===== src/rtl/unidad_control_multiciclo_pkg.sv =====
// paquete_control: shared state encoding, opcodes and datapath select constants
package paquete_control;
  typedef enum logic [3:0] {
    INICIO       = 4'd0,
    FETCH        = 4'd1,
    DECODE       = 4'd2,
    DIR_MEM      = 4'd3,
    LEER_MEM     = 4'd4,
    ESCRIBIR_MEM = 4'd5,
    WB_MEM       = 4'd6,
    EJEC_R       = 4'd7,
    WB_R         = 4'd8,
    RAMA         = 4'd9,
    ERROR        = 4'd10
  } estado_t;
  localparam logic [6:0] OP_LD = 7'b0000011;
  localparam logic [6:0] OP_SD = 7'b0100011;
  localparam logic [6:0] OP_BEQ = 7'b1100011;
  localparam logic [6:0] OP_R = 7'b0110011;
  localparam logic [1:0] ALU_ADD = 2'b00;
  localparam logic [1:0] ALU_SUB = 2'b01;
  localparam logic [1:0] ALU_FUNCT = 2'b10;
  localparam logic [1:0] SRC_A_PC = 2'd0;
  localparam logic [1:0] SRC_A_PC_ANT = 2'd1;
  localparam logic [1:0] SRC_A_REG = 2'd2;
  localparam logic [1:0] SRC_B_REG = 2'd0;
  localparam logic [1:0] SRC_B_CUATRO = 2'd1;
  localparam logic [1:0] SRC_B_INM = 2'd2;
  localparam logic [1:0] ERR_NINGUNO = 2'b00;
  localparam logic [1:0] ERR_OPCODE = 2'b01;
  localparam logic [1:0] ERR_TIMEOUT = 2'b10;
  function automatic logic es_mem(input estado_t e);
    return e inside {FETCH, LEER_MEM, ESCRIBIR_MEM};
  endfunction
endpackage


===== src/rtl/unidad_control_multiciclo_contador_espera.sv =====
// contador_espera: counts stalled memory cycles and flags the one that hits MAX_ESPERA
module contador_espera #(
  parameter int MAX_ESPERA = 255
) (
  input  logic clk,
  input  logic reset,
  input  logic clr,
  input  logic en,
  output logic expirado
);
  localparam int W = MAX_ESPERA > 0 ? $clog2(MAX_ESPERA + 1) : 1;
  logic [W-1:0] cnt_q, cnt_d;
  always_comb cnt_d = clr ? '0 : en ? cnt_q + W'(1) : cnt_q;
  // expires on the stalled cycle whose increment would reach the limit
  assign expirado = (MAX_ESPERA != 0) && en && (cnt_q == W'(MAX_ESPERA - 1));
  always_ff @(posedge clk) cnt_q <= reset ? '0 : cnt_d;
endmodule


===== src/rtl/unidad_control_multiciclo.sv =====
// unidad_control_multiciclo: Moore control FSM for the multicycle RV64 datapath
module unidad_control_multiciclo
  import paquete_control::*;
#(
  parameter int ANCHO_CONT = 32,
  parameter int MAX_ESPERA = 255
) (
  input  logic                  clk,
  input  logic                  reset,
  input  logic [6:0]            opcode,
  input  logic                  mem_listo,
  output logic                  mem_req,
  output logic                  mem_write,
  output logic                  iord,
  output logic                  ir_write,
  output logic                  pc_write,
  output logic                  pc_write_cond,
  output logic                  pc_src,
  output logic [1:0]            alu_src_a,
  output logic [1:0]            alu_src_b,
  output logic [1:0]            alu_op,
  output logic                  reg_write,
  output logic                  mem_to_reg,
  output logic                  ilegal,
  output logic [1:0]            error_cod,
  output logic [3:0]            estado,
  output logic [ANCHO_CONT-1:0] instr_retiradas
);
  estado_t estado_q, estado_d;
  logic [1:0] error_cod_q, error_cod_d;
  logic [ANCHO_CONT-1:0] instr_q, instr_d;
  logic retira, expirado, espera_en, espera_clr;
  assign espera_en = es_mem(estado_q) & ~mem_listo;
  assign espera_clr = ~es_mem(estado_q) | mem_listo;
  contador_espera #(.MAX_ESPERA(MAX_ESPERA)) u_espera (
    .clk(clk),
    .reset(reset),
    .clr(espera_clr),
    .en(espera_en),
    .expirado(expirado)
  );
  always_comb begin
    estado_d = estado_q;
    error_cod_d = error_cod_q;
    retira = 1'b0;
    mem_req = 1'b0;
    mem_write = 1'b0;
    iord = 1'b0;
    ir_write = 1'b0;
    pc_write = 1'b0;
    pc_write_cond = 1'b0;
    pc_src = 1'b0;
    alu_src_a = SRC_A_PC;
    alu_src_b = SRC_B_REG;
    alu_op = ALU_ADD;
    reg_write = 1'b0;
    mem_to_reg = 1'b0;
    ilegal = 1'b0;
    case (estado_q)
      INICIO: estado_d = FETCH;
      FETCH: begin
        mem_req = 1'b1;
        alu_src_b = SRC_B_CUATRO;
        ir_write = mem_listo;
        pc_write = mem_listo;
        estado_d = mem_listo ? DECODE : expirado ? ERROR : FETCH;
      end
      DECODE: begin
        alu_src_a = SRC_A_PC_ANT;
        alu_src_b = SRC_B_INM;
        estado_d = (opcode == OP_LD || opcode == OP_SD) ? DIR_MEM :
                   opcode == OP_R ? EJEC_R : opcode == OP_BEQ ? RAMA : ERROR;
      end
      DIR_MEM: begin
        alu_src_a = SRC_A_REG;
        alu_src_b = SRC_B_INM;
        estado_d = opcode == OP_SD ? ESCRIBIR_MEM : LEER_MEM;
      end
      LEER_MEM: begin
        mem_req = 1'b1;
        iord = 1'b1;
        estado_d = mem_listo ? WB_MEM : expirado ? ERROR : LEER_MEM;
      end
      ESCRIBIR_MEM: begin
        mem_req = 1'b1;
        mem_write = 1'b1;
        iord = 1'b1;
        retira = mem_listo;
        estado_d = mem_listo ? FETCH : expirado ? ERROR : ESCRIBIR_MEM;
      end
      WB_MEM: begin
        reg_write = 1'b1;
        mem_to_reg = 1'b1;
        retira = 1'b1;
        estado_d = FETCH;
      end
      EJEC_R: begin
        alu_src_a = SRC_A_REG;
        alu_op = ALU_FUNCT;
        estado_d = WB_R;
      end
      WB_R: begin
        reg_write = 1'b1;
        retira = 1'b1;
        estado_d = FETCH;
      end
      RAMA: begin
        alu_src_a = SRC_A_REG;
        alu_op = ALU_SUB;
        pc_write_cond = 1'b1;
        pc_src = 1'b1;
        retira = 1'b1;
        estado_d = FETCH;
      end
      ERROR: ilegal = 1'b1;
      default: estado_d = INICIO;
    endcase
    // only DECODE enters ERROR for a bad opcode; every other entry is a stalled memory access
    if (estado_d == ERROR && estado_q != ERROR)
      error_cod_d = estado_q == DECODE ? ERR_OPCODE : ERR_TIMEOUT;
    instr_d = instr_q + ANCHO_CONT'(retira);
  end
  always_ff @(posedge clk) begin
    if (reset) begin
      estado_q <= INICIO;
      error_cod_q <= ERR_NINGUNO;
      instr_q <= '0;
    end else begin
      estado_q <= estado_d;
      error_cod_q <= error_cod_d;
      instr_q <= instr_d;
    end
  end
  assign estado = estado_q;
  assign error_cod = error_cod_q;
  assign instr_retiradas = instr_q;
endmodule


===== config.mk =====
export PLATFORM = sky130hd
export DESIGN_NAME = unidad_control_multiciclo
export DESIGN_NICKNAME = d
export VERILOG_FILES = /design/src/rtl/unidad_control_multiciclo_pkg.sv /design/src/rtl/unidad_control_multiciclo_contador_espera.sv /design/src/rtl/unidad_control_multiciclo.sv
export SDC_FILE = /design/constraint.sdc
export NUM_CORES = 1
export LEC_CHECK = 0
export ABC_AREA = 1
export BUFFER_PORTS_ARGS = -buffer_cell sky130_fd_sc_hd__buf_4
export CAP_MARGIN = 20
export CORE_UTILIZATION = 39
export DETAILED_ROUTE_END_ITERATION = 16
export PLACE_DENSITY = 0.62
export SYNTH_ARGS = -nofsm -noshare
export SYNTH_HDL_FRONTEND = slang
export SYNTH_SLANG_ARGS = --single-unit

===== constraint.sdc =====
create_clock -name clk -period 4.25 [get_ports clk]
set_clock_uncertainty 0.15 [all_clocks]
set_input_delay 0.425 -clock clk [delete_from_list [all_inputs] [get_ports clk]]
set_output_delay 0.425 -clock clk [all_outputs]
set_load 0.02 [all_outputs]

==> summary.md, run 1 <==
| Metric | Value |
|---|---|
| Vias per cell | `~4.9` |
| Post-synthesis async set-or-reset flop share | `0%` |
| Die width | `slightly above 80 µm` |
| Crit path to | `instr_retiradas[30]` |
| Initial core utilization | `40.3%` |
| Total congestion overflow | `0` |
| Slew @ Worst Pin | `roughly 470 ps` |
| Critical Path End Type | `flop` |
| Fin nets | `~440` |
| Synth Register Bits | `46` |
| Upper clock frequency limit | `about 0.37 GHz` |
| Die Footprint | `6890 µm²` |
| Vias in the first global route | `2327` |
| Setup TNS | `0 ps` |
| Setup bufs post-CTS | `0` |
| Worst setup SP type | `flop` |
| RSZ-0062 raised after global routing | `false` |
| Clock sinks | `46` |
| Post-synth top area share | `a little over a third` |
| Synthesized area per cell | `approximately 7.0 µm²` |
| Final Max Tran Viols | `0` |
| Sequential fraction of the synthesis area | `a little over a third` |
| Proportion of layout cells with a drive suffix above 1 | `between 20 and 30%` |
| Commonest non-fill, non-tap cell in the layout | `nand2_1` |
| Post-Syn Area | `2560 µm²` |
| Max Cap Viol | `0` |
| Reg-to-reg startpoint | `estado[2]` |
| CP Cell Sequence | `nand2_1 -> nor2_2 -> inv_2 -> o211ai_1 -> ha_1 -> ha_1 -> nand2_1 -> nor2_1 -> nand2_1 -> nor2_1 -> nand4_1 -> nand2b_1 -> a21oi_1` |
| Placed instance area | `roughly 3100 µm²` |
| Antenna violations before repair | `0` |
| Drt pass-1 iters | `4` |
| Leakage | `about 1.3 nW` |
| R2R cell count | `13` |
| Net Count, Synth | `between 300 and 400` |
| Area leader, netlist | `dfxtp_1` |
| Most frequent cells in the layout | `nand2_1 (72), buf_4 (63), nor2_1 (53)` |
| Hold-fix buffers at CTS | `0` |
| Setup violators final | `0` |
| Crit path max-delay family | `simple AND/OR/NAND/NOR gates` |
| Site row count | `29` |
| HP Class | `reg -> reg` |
| Number of antenna repair diodes | `0` |
| Drt drc | `0` |
| R2r endpoint | `instr_retiradas[30]` |
| Routability congestion estimate | `slightly below 0.9` |
| Setup CP Type | `reg -> reg` |
| Critical path's slowest cell | `dfxtp_1` |
| Die Height | `slightly above 80 µm` |
| Critical-path maximum fanout | `7` |
| Global Route Usage Sum | `18.6%` |
| Reg2Reg Setup Slack | `approximately 1500 ps` |
| Drt total wl | `roughly 6100 µm` |
| Status | `finished, final reports clean` |
| Worst-path clk slew | `90 ps` |
| Most used cell, CP | `nand2_1` |
| Count of cell types in the netlist | `39` |
| Tmin final | `2720 ps` |
| Worst Path Arrival | `2810 ps` |
| Largest net degree at the start of global routing | `27` |
| Initial DRC count | `76` |
| Post-route cell area | `3180 µm²` |
| Cts bufs inserted | `5` |
| Worst setup path startpoint | `estado[2]` |
| Wire per inst | `approximately 12 µm` |
| Final Hold Viols | `0` |
| Post-detail-place hpwl | `~4800 µm` |
| Clock root buffer | `clkbuf_8` |
| Detailed-route via count | `2483` |
| Post-cts sizing count | `0` |
| Power Density | `~270 nW/µm²` |
| Final core utilization | `roughly 50%` |
| Clock Path Buffers | `2` |
| Peak supply drop | `151 µV` |
| Crit path depth | `13` |
| Synth Warn # | `0` |
| H-tree levels | `2` |
| Syn Inst Count | `between 300 and 400` |
| Dominant cells by area after synthesis | `dfxtp_1 (36%), nand2_1 (11%), nor2_1 (7.8%), inv_1 (5.7%), a21oi_1 (4.9%)` |
| Number of synthesized flops with an enable pin | `0` |
| Worst EP required | `4340 ps` |
| Worst slew margin | `~69%` |
| CP bufs+invs | `1` |
| IO Pins | `64` |
| Worst-skew pair later-pin latency | `300 ps` |
| Port Buffers | `63` |
| TritonCTS clock tree | `done` |
| Synth-to-Final Area Change | `24.4%` |
| Tcrit/Tclk final | `between 60% and 70%` |
| Post-DRT Antenna Nets | `0` |
| Slowest cell delay on critical path | `470 ps` |
| First-pass GRT wire length | `between 10000 and 15000 µm` |
| Main flop type after synthesis | `dfxtp_1` |
| Core Box Area | `about 6300 µm²` |
## synth_stat cells (2+ instances only)
master	n
xor2_1	8
nor2_2	5
nor3_4	3
inv_1	39
o21a_1	2
o21ai_1	4
nand3_4	2
xnor2_1	2
nor3_1	11
o21ai_0	10
nor4_1	2
nand4_1	7
nor2_1	53
nand2_2	6
nand2_1	72
nand3_1	21
nand3b_1	2
nor3_2	3
dfxtp_1	46
inv_2	15
ha_1	4
a41oi_1	2
a21oi_1	25
or2_0	2
nor2_4	3
clkbuf_1	3
buf_4	3
## logic make-up after synthesis
group	Yosys count	share of synthesized area [%]
XOR/XNOR	10	3.42
AO/OA/AOI/OAI	46	9.73
flip-flops	46	36.0
AND/OR/NAND/NOR	200	39.5
buffers and inverters	61	9.44
adder cells (fa/ha/maj)	4	1.96
## stage by stage
stage          instances  total power [W]  setup slack (ps)  hold slack (ps)
6_report             508         0.000849              1530              328
3_3_place_gp         500         0.000578              1720              297
2_1_floorplan        367         0.000534              1550              280
4_1_cts              508         0.000858              1570              330
3_5_place_dp         500         0.000578              1600              307
5_1_grt              508         0.000891              1120              342
## per-layer routing
| layer | global-route usage [%] | wire [µm] | vias up |
|---|---|---|---|
| li1 | - | - | 1301 |
| met1 | 23.5 | 2830 | 1104 |
| met2 | 32.0 | 2930 | 72 |
| met3 | 3.98 | 344 | 6 |
| met4 | 4.70 | 47 | 0 |
| met5 | 0 | 0 | - |
## where the power goes
group	total [W]	internal, W	switching [W]
registers	0.000445	0.000437	0.00000867
clock network	0.000281	0.000119	0.000162
logic	0.000123	0.0000446	0.0000781
total	0.000849	0.000600	0.000249
## tightest hold or removal path: cells and delay by family (launching register included)
kind,cells,cell delay [ps]
DFF,1,330
AOI/OAI and AO/OA,1,50
and+or+nand+nor,1,60
## state kept, by name, summed over array words and instances (netlist names)
signal / count
estado: 4
u_espera.cnt_q: 8
instr_retiradas: 32
error_cod: 2
## cell type report
type,instances,area [µm²]
timing repair buffer,63,473
inverter,54,203
tap,77,96.3
fill,665,3170
sequential,46,921
multi-input combinational,260,1400
clock buffer,5,68.8
clock inverter,3,25.0
## worst min-delay path by stage
stage	startpoint	to	slack, ps	cells after the start
CTS	u_espera.cnt_q[0]	u_espera.cnt_q[0]	330	1
detailed placement	u_espera.cnt_q[0]	u_espera.cnt_q[0]	310	1
floorplan	u_espera.cnt_q[0]	u_espera.cnt_q[0]	280	1
global route	reset	instr_retiradas[1]	340	2
finish	instr_retiradas[31]	instr_retiradas[31]	330	2
global placement	u_espera.cnt_q[0]	u_espera.cnt_q[0]	300	1
No activity file was read; power rests on OpenSTA's default activity.
==> run 2: changes to the inputs <==
- PLACE_DENSITY: 0.62 -> 0.64
- clock period: 4.25 -> 2.5 ns (I/O delays scaled with it)
==> run 2 against run 1 <==
  * Non-clock buffer count is 21 higher
  * Critical endpoint is now instr_retiradas[24]
  * Design area is 8.2% higher
  * Flip-flop and latch count stayed put
  * Core utilization is 4.1 points higher
  * Worst hold slack worse by 160 ps
  * Global-route usage is 0.067 points higher
==> summary.md, run 2 (synthesized netlist as in run 1, its figures left out) <==
| Metric | Value |
|---|---|
| Critical Path End Type | `flop` |
| Drt pass-1 iters | `4 (unchanged)` |
| Cts bufs inserted | `5 (unchanged)` |
| Clock root buffer | `clkbuf_8` |
| HP Class | `in -> reg` |
| Port Buffers | `63 (unchanged)` |
| Worst slew margin | `68.2% (-0.51 points)` |
| Placed cells | `510 (+2.0%)` |
| Critical-path maximum fanout | `4 (-3)` |
| Most frequent cells in the layout | `buf_4 (84), nand2_1 (69), nor2_1 (47)` |
| Die Height | `83 µm (unchanged)` |
| Vias per cell | `4.88 (-0.14%)` |
| Initial core utilization | `40.3% (unchanged)` |
| Leakage | `1.46 nW (+9.8%)` |
| Wire per inst | `12.3 µm (+1.4%)` |
| Largest net degree at the start of global routing | `27 (unchanged)` |
| IO Pins | `64 (unchanged)` |
| Global Route Usage Sum | `18.6% (+0.067 points)` |
| Final Max Tran Viols | `0 (unchanged)` |
| Die width | `83 µm (unchanged)` |
| Slowest cell delay on critical path | `380 ps (-90 ps)` |
| Tmin final | `2420 ps (-305 ps)` |
| Setup violators final | `0 (unchanged)` |
| Reg-to-reg startpoint | `estado[0]` |
| Drt drc | `0 (unchanged)` |
| Non-Filler Instances | `529 (+4.1%)` |
| Commonest non-fill, non-tap cell in the layout | `buf_4` |
| Worst setup SP type | `flop` |
| Worst EP required | `2590 ps (-1750 ps)` |
| Die Footprint | `6890 µm² (unchanged)` |
| Reg2Reg Setup Slack | `80 ps (-1440 ps)` |
| Setup TNS | `0 ps (unchanged)` |
| RSZ-0062 raised after global routing | `true` |
| Initial DRC count | `76 (unchanged)` |
| Worst-path clk slew | `90 ps (about the same)` |
| Max FFs per register | `32 (unchanged)` |
| Proportion of layout cells with a drive suffix above 1 | `32.5% (+6.5 points)` |
| First-pass GRT wire length | `10500 µm (-0.45%)` |
| Vias in the first global route | `2362 (+1.5%)` |
| Slew @ Worst Pin | `476 ps (+7.66 ps)` |
| DP Worst Slack | `21.9 ps (-1580 ps)` |
| TritonCTS clock tree | `done` |
| Worst Path Arrival | `2510 ps (-300 ps)` |
| Peak supply drop | `376 µV (+150%)` |
| Crit path max-delay family | `simple AND/OR/NAND/NOR gates` |
| Final Hold Viols | `0 (unchanged)` |
| Site row count | `29 (unchanged)` |
| Max Cap Viol | `0 (unchanged)` |
| Power Density | `459 nW/µm² (+72%)` |
| Core Box Area | `6350 µm² (unchanged)` |
| Critical path's slowest cell | `dfxtp_4` |
| R2R cell count | `16 (+3)` |
| Total congestion overflow | `0 (unchanged)` |
| Detailed-route via count | `2582 (+4.0%)` |
| Drt total wl | `6490 µm (+5.6%)` |
| Synth-to-Final Area Change | `34.6%` |
| Hold path depth | `2 (unchanged)` |
| R2r endpoint | `instr_retiradas[24]` |
| Hold slack final | `170 ps (-158 ps)` |
| Post-detail-place hpwl | `5020 µm (+5.0%)` |
| Post-DRT Antenna Nets | `0 (unchanged)` |
| CP Cell Sequence | `inv_4 -> nor2_4 -> inv_4 -> nor2_4 -> inv_2 -> o211ai_1 -> ha_2 -> ha_4 -> nand2_1 -> nor2_2 -> buf_4 -> nand2_2 -> inv_1 -> nand2_1 -> or2_0 -> a21oi_1` |
| Worst-skew pair later-pin latency | `300 ps (about the same)` |
| Upper clock frequency limit | `0.414 GHz (+13%)` |
| Fin nets | `465 (+4.7%)` |
| Status | `finished, final reports clean` |
| Crit path depth | `16 (+3)` |
| Hold Path Origin | `reset` |
| Setup CP Type | `reg -> reg` |
| Clock Path Buffers | `2 (unchanged)` |
| Clock sinks | `46 (unchanged)` |
| Hold endpoint | `instr_retiradas[16]` |
| Routability congestion estimate | `0.859 (-3.7%)` |
| Final WS setup | `82.2 ps (-1440 ps)` |
| Hold-fix buffers at CTS | `0 (unchanged)` |
| Worst setup path startpoint | `estado[0]` |
| Antenna violations before repair | `0 (unchanged)` |
| CP bufs+invs | `5 (+4)` |
| H-tree levels | `2 (unchanged)` |
| Tcrit/Tclk final | `96.7% (+33 points)` |
| Number of antenna repair diodes | `0 (unchanged)` |
[run 2: routing by layer]
layer,share of wire (%),wire length [µm],GRT usage (%),up-vias
met1,45,2920,22.9,1158
met3,5.0,322,4.67,8
li1,-,-,-,1346
met2,49,3160,32.0,70
met4,1.3,85,5.64,0
met5,0,0,0,-
[run 2: layout make-up]
class	count	area, µm²
Timing Repair Buffer	84	631
Sequential cell	46	930
Fill cell	626	2910
Multi-Input combinational cell	260	1470
Clock buffer	6	72.6
Clock inverter	2	37.5
Tap cell	77	96.3
Inverter	54	208
[run 2: stage by stage]
| step | util, % | cell area, µm² | power, W |
|---|---|---|---|
| finish | 54.2 | 3440 | 0.00158 |
| floorplan | - | 2580 | 0.000914 |
| global route | 54.2 | 3440 | 0.00165 |
| detailed placement | 50.1 | 3180 | 0.00101 |
| CTS | 51.9 | 3290 | 0.00156 |
| global placement | 50.1 | 3180 | 0.00101 |
[run 2: how the worst max path moves through the flow]
stage,slack (ps),endpoint
after floorplan,9,instr_retiradas[30]
after global placement,120,instr_retiradas[24]
after detailed placement,20,instr_retiradas[24]
after CTS,7,instr_retiradas[24]
after global routing,-100,instr_retiradas[24]
final,80,instr_retiradas[24]
[run 2: repair_timing]
item	in CTS	in global routing
buffers inserted	0	11
setup endpoints to repair	0	15
gates resized for setup	0	19
[run 2: power by group]
| group | switching [W] | internal (W) |
|---|---|---|
| clock network | 0.000255 | 0.000299 |
| registers | 0.0000132 | 0.000744 |
| logic | 0.000159 | 0.000110 |
| total | 0.000427 | 0.00115 |
[run 2: worst reg2reg max path: cells and delay by family (launching register included)]
family                   cells  cell delay [ps]
AND/OR/NAND/NOR              7              740
adder cells (fa/ha/maj)      2              420
flip-flops                   1              380
buffers and inverters        5              340
AO/OA/AOI/OAI                2              320
==> run 3: changes to the inputs <==
- CORE_ASPECT_RATIO: default -> 0.5
- MAX_ROUTING_LAYER: default -> met4
==> run 3 against run 2 <==
  * Critical path depth shrank 2
  * Worst hold slack gained 14 ps
  * Sequential share of layout area shrank 0.10 points
==> summary.md, run 3 (synthesized netlist as in run 1, its figures left out) <==
| Metric | Value |
|---|---|
| Initial DRC count | `138 (+82%)` |
| Reg2Reg Setup Slack | `6 ps (-80 ps)` |
| Commonest non-fill, non-tap cell in the layout | `buf_4` |
| Upper clock frequency limit | `0.401 GHz (-3.0%)` |
| R2R cell count | `14 (-2)` |
| Max FFs per register | `32 (unchanged)` |
| Hold endpoint | `instr_retiradas[1]` |
| Placed cells | `522 (+2.4%)` |
| Critical path's slowest cell | `dfxtp_4` |
| Post-DRT Antenna Nets | `0 (unchanged)` |
| Most frequent cells in the layout | `buf_4 (79), nand2_1 (69), nor2_1 (45)` |
| Clock Path Buffers | `2 (unchanged)` |
| Worst Path Arrival | `2520 ps (about the same)` |
| Routability congestion estimate | `0.930 (+8.3%)` |
| Final core utilization | `55.6% (+1.3 points)` |
| Synth-to-Final Area Change | `34.8%` |
| HP Class | `in -> reg` |
| Worst slew margin | `65.8% (-2.4 points)` |
| Reg-to-reg startpoint | `estado[1]` |
| Post-detail-place hpwl | `4950 µm (-1.4%)` |
| Setup violators final | `0 (unchanged)` |
| Worst setup SP type | `flop` |
| Worst-skew pair later-pin latency | `280 ps (-20 ps)` |
| Initial core utilization | `41.2% (+0.93 points)` |
| Drt drc | `0 (unchanged)` |
| Hold-fix buffers at CTS | `0 (unchanged)` |
| Max Cap Viol | `0 (unchanged)` |
| Tcrit/Tclk final | `99.7% (+3.0 points)` |
| Die Height | `59.3 µm (-29%)` |
| H-tree levels | `2 (unchanged)` |
| Clock sinks | `46 (unchanged)` |
| TritonCTS clock tree | `done` |
| Hold path depth | `2 (unchanged)` |
| Worst-path clk slew | `60 ps (-30 ps)` |
| Power Density | `473 nW/µm² (+3.1%)` |
| Vias per cell | `4.92 (+0.79%)` |
| Port Buffers | `63 (unchanged)` |
| Final Hold Viols | `0 (unchanged)` |
| Slowest cell delay on critical path | `370 ps (about the same)` |
| Non-Filler Instances | `534 (+0.95%)` |
| Clock root buffer | `clkbuf_16` |
| Proportion of layout cells with a drive suffix above 1 | `32.1% (-0.46 points)` |
| Final WS setup | `6.39 ps (-75.8 ps)` |
| Vias in the first global route | `2205 (-6.6%)` |
| Pwr Total | `0.00163 W (+3.3%)` |
| Most used cell, CP | `nor2_4` |
| DP Worst Slack | `-42.2 ps (-64.2 ps)` |
| First-pass GRT wire length | `10100 µm (-4.1%)` |
| Wire per inst | `12.2 µm (-0.42%)` |
| Fin nets | `460 (-1.1%)` |
| Fill count | `613 (-2.1%)` |
| Total congestion overflow | `0 (unchanged)` |
| Drt total wl | `6530 µm (+0.52%)` |
| Tmin final | `2490 ps (+75.8 ps)` |
| CP bufs+invs | `3 (-2)` |
| Largest net degree at the start of global routing | `27 (unchanged)` |
| Hold Path Origin | `reset` |
| Cts bufs inserted | `5 (unchanged)` |
| Setup TNS | `0 ps (unchanged)` |
| IO Pins | `64 (unchanged)` |
| Die width | `117 µm (+40%)` |
| Antenna violations before repair | `0 (unchanged)` |
| Global Route Usage Sum | `19.5% (+0.86 points)` |
| Worst EP required | `2520 ps (-70 ps)` |
| Detailed-route via count | `2627 (+1.7%)` |
| Die Footprint | `6910 µm² (+0.28%)` |
| Slew @ Worst Pin | `512 ps (+36.3 ps)` |
| Status | `finished, final reports clean` |
| Peak supply drop | `251 µV (-33%)` |
| Drt pass-1 iters | `4 (unchanged)` |
| Crit path max-delay family | `simple AND/OR/NAND/NOR gates` |
| Critical-path maximum fanout | `6 (+2)` |
| R2r endpoint | `instr_retiradas[21]` |
| Number of antenna repair diodes | `0 (unchanged)` |
| Setup CP Type | `reg -> reg` |
| RSZ-0062 raised after global routing | `true` |
| Site row count | `20 (-31%)` |
| Core Box Area | `6210 µm² (-2.3%)` |
| Leakage | `1.46 nW (-0.20%)` |
| CP Cell Sequence | `nor2_4 -> inv_4 -> nor2_4 -> inv_2 -> o211ai_1 -> ha_2 -> nand3_4 -> nor2_4 -> nand2_4 -> nor2_8 -> nand3_4 -> buf_4 -> o31ai_1 -> nor2_1` |
| Critical Path End Type | `flop` |
| Final Max Tran Viols | `0 (unchanged)` |
run 3: changes by cell type in the layout (fill, tap and decap cells not counted), sizes merged:
| cell | before | now |
|---|---|---|
| buf | 84 | 79 |
| clkinv | 0 | 2 |
| clkbuf | 6 | 5 |
| bufinv | 1 | 0 |
| clkinvlp | 1 | 0 |
run 3: through the flow:
step | area [µm²] | hold WS, ps
floorplan | 2580 | 280
finish | 3450 | 184
CTS | 3340 | 186
global route | 3450 | 192
global placement | 3200 | 294
detailed placement | 3200 | 305
run 3: timing repair:
| item | in CTS | in global routing |
|---|---|---|
| endpoints found under the hold margin | 0 | 0 |
| pin swaps | 0 | 9 |
| setup buffers | 0 | 5 |
| resized for setup | 1 | 19 |
| setup endpoints to repair | 3 | 17 |
run 3: layout make-up:
cell class | count | area, µm² | area share (%)
well taps | 88 | 110 | 3.19
flip-flops and latches | 46 | 927 | 26.9
multi-input cells | 260 | 1480 | 42.9
clock buffers | 5 | 125 | 3.63
repair buffers | 79 | 593 | 17.2
clock inverters | 2 | 10.0 | 0.290
inverters | 54 | 205 | 5.95
run 3: power breakdown:
part / leakage [nW] / switching (W) / total (W) / internal (W)
clock network: 0.0694 / 0.000266 / 0.000628 / 0.000361
logic: 1.01 / 0.000154 / 0.000248 / 0.0000935
registers: 0.372 / 0.0000114 / 0.000756 / 0.000744
total: 1.46 / 0.000432 / 0.00163 / 0.00120
run 3: layer usage:
layer | routed length [µm] | vias to the layer above | track usage (%)
met5 | 0 | - | -
li1 | - | 1339 | -
met1 | 3170 | 1203 | 26.0
met4 | 68 | 0 | 4.34
met3 | 331 | 9 | 3.37
met2 | 2950 | 76 | 31.2
run 3: how the worst max path moves through the flow:
stage / endpoint / start / cells after the start / slack (ps)
5_1_grt: instr_retiradas[30] / estado[1] / 14 / -120
6_report: instr_retiradas[21] / estado[1] / 14 / 6
2_1_floorplan: instr_retiradas[30] / estado[3] / 13 / 9
3_3_place_gp: instr_retiradas[30] / estado[1] / 14 / 90
3_5_place_dp: instr_retiradas[30] / estado[3] / 14 / -40
4_1_cts: instr_retiradas[30] / estado[3] / 14 / 0.6
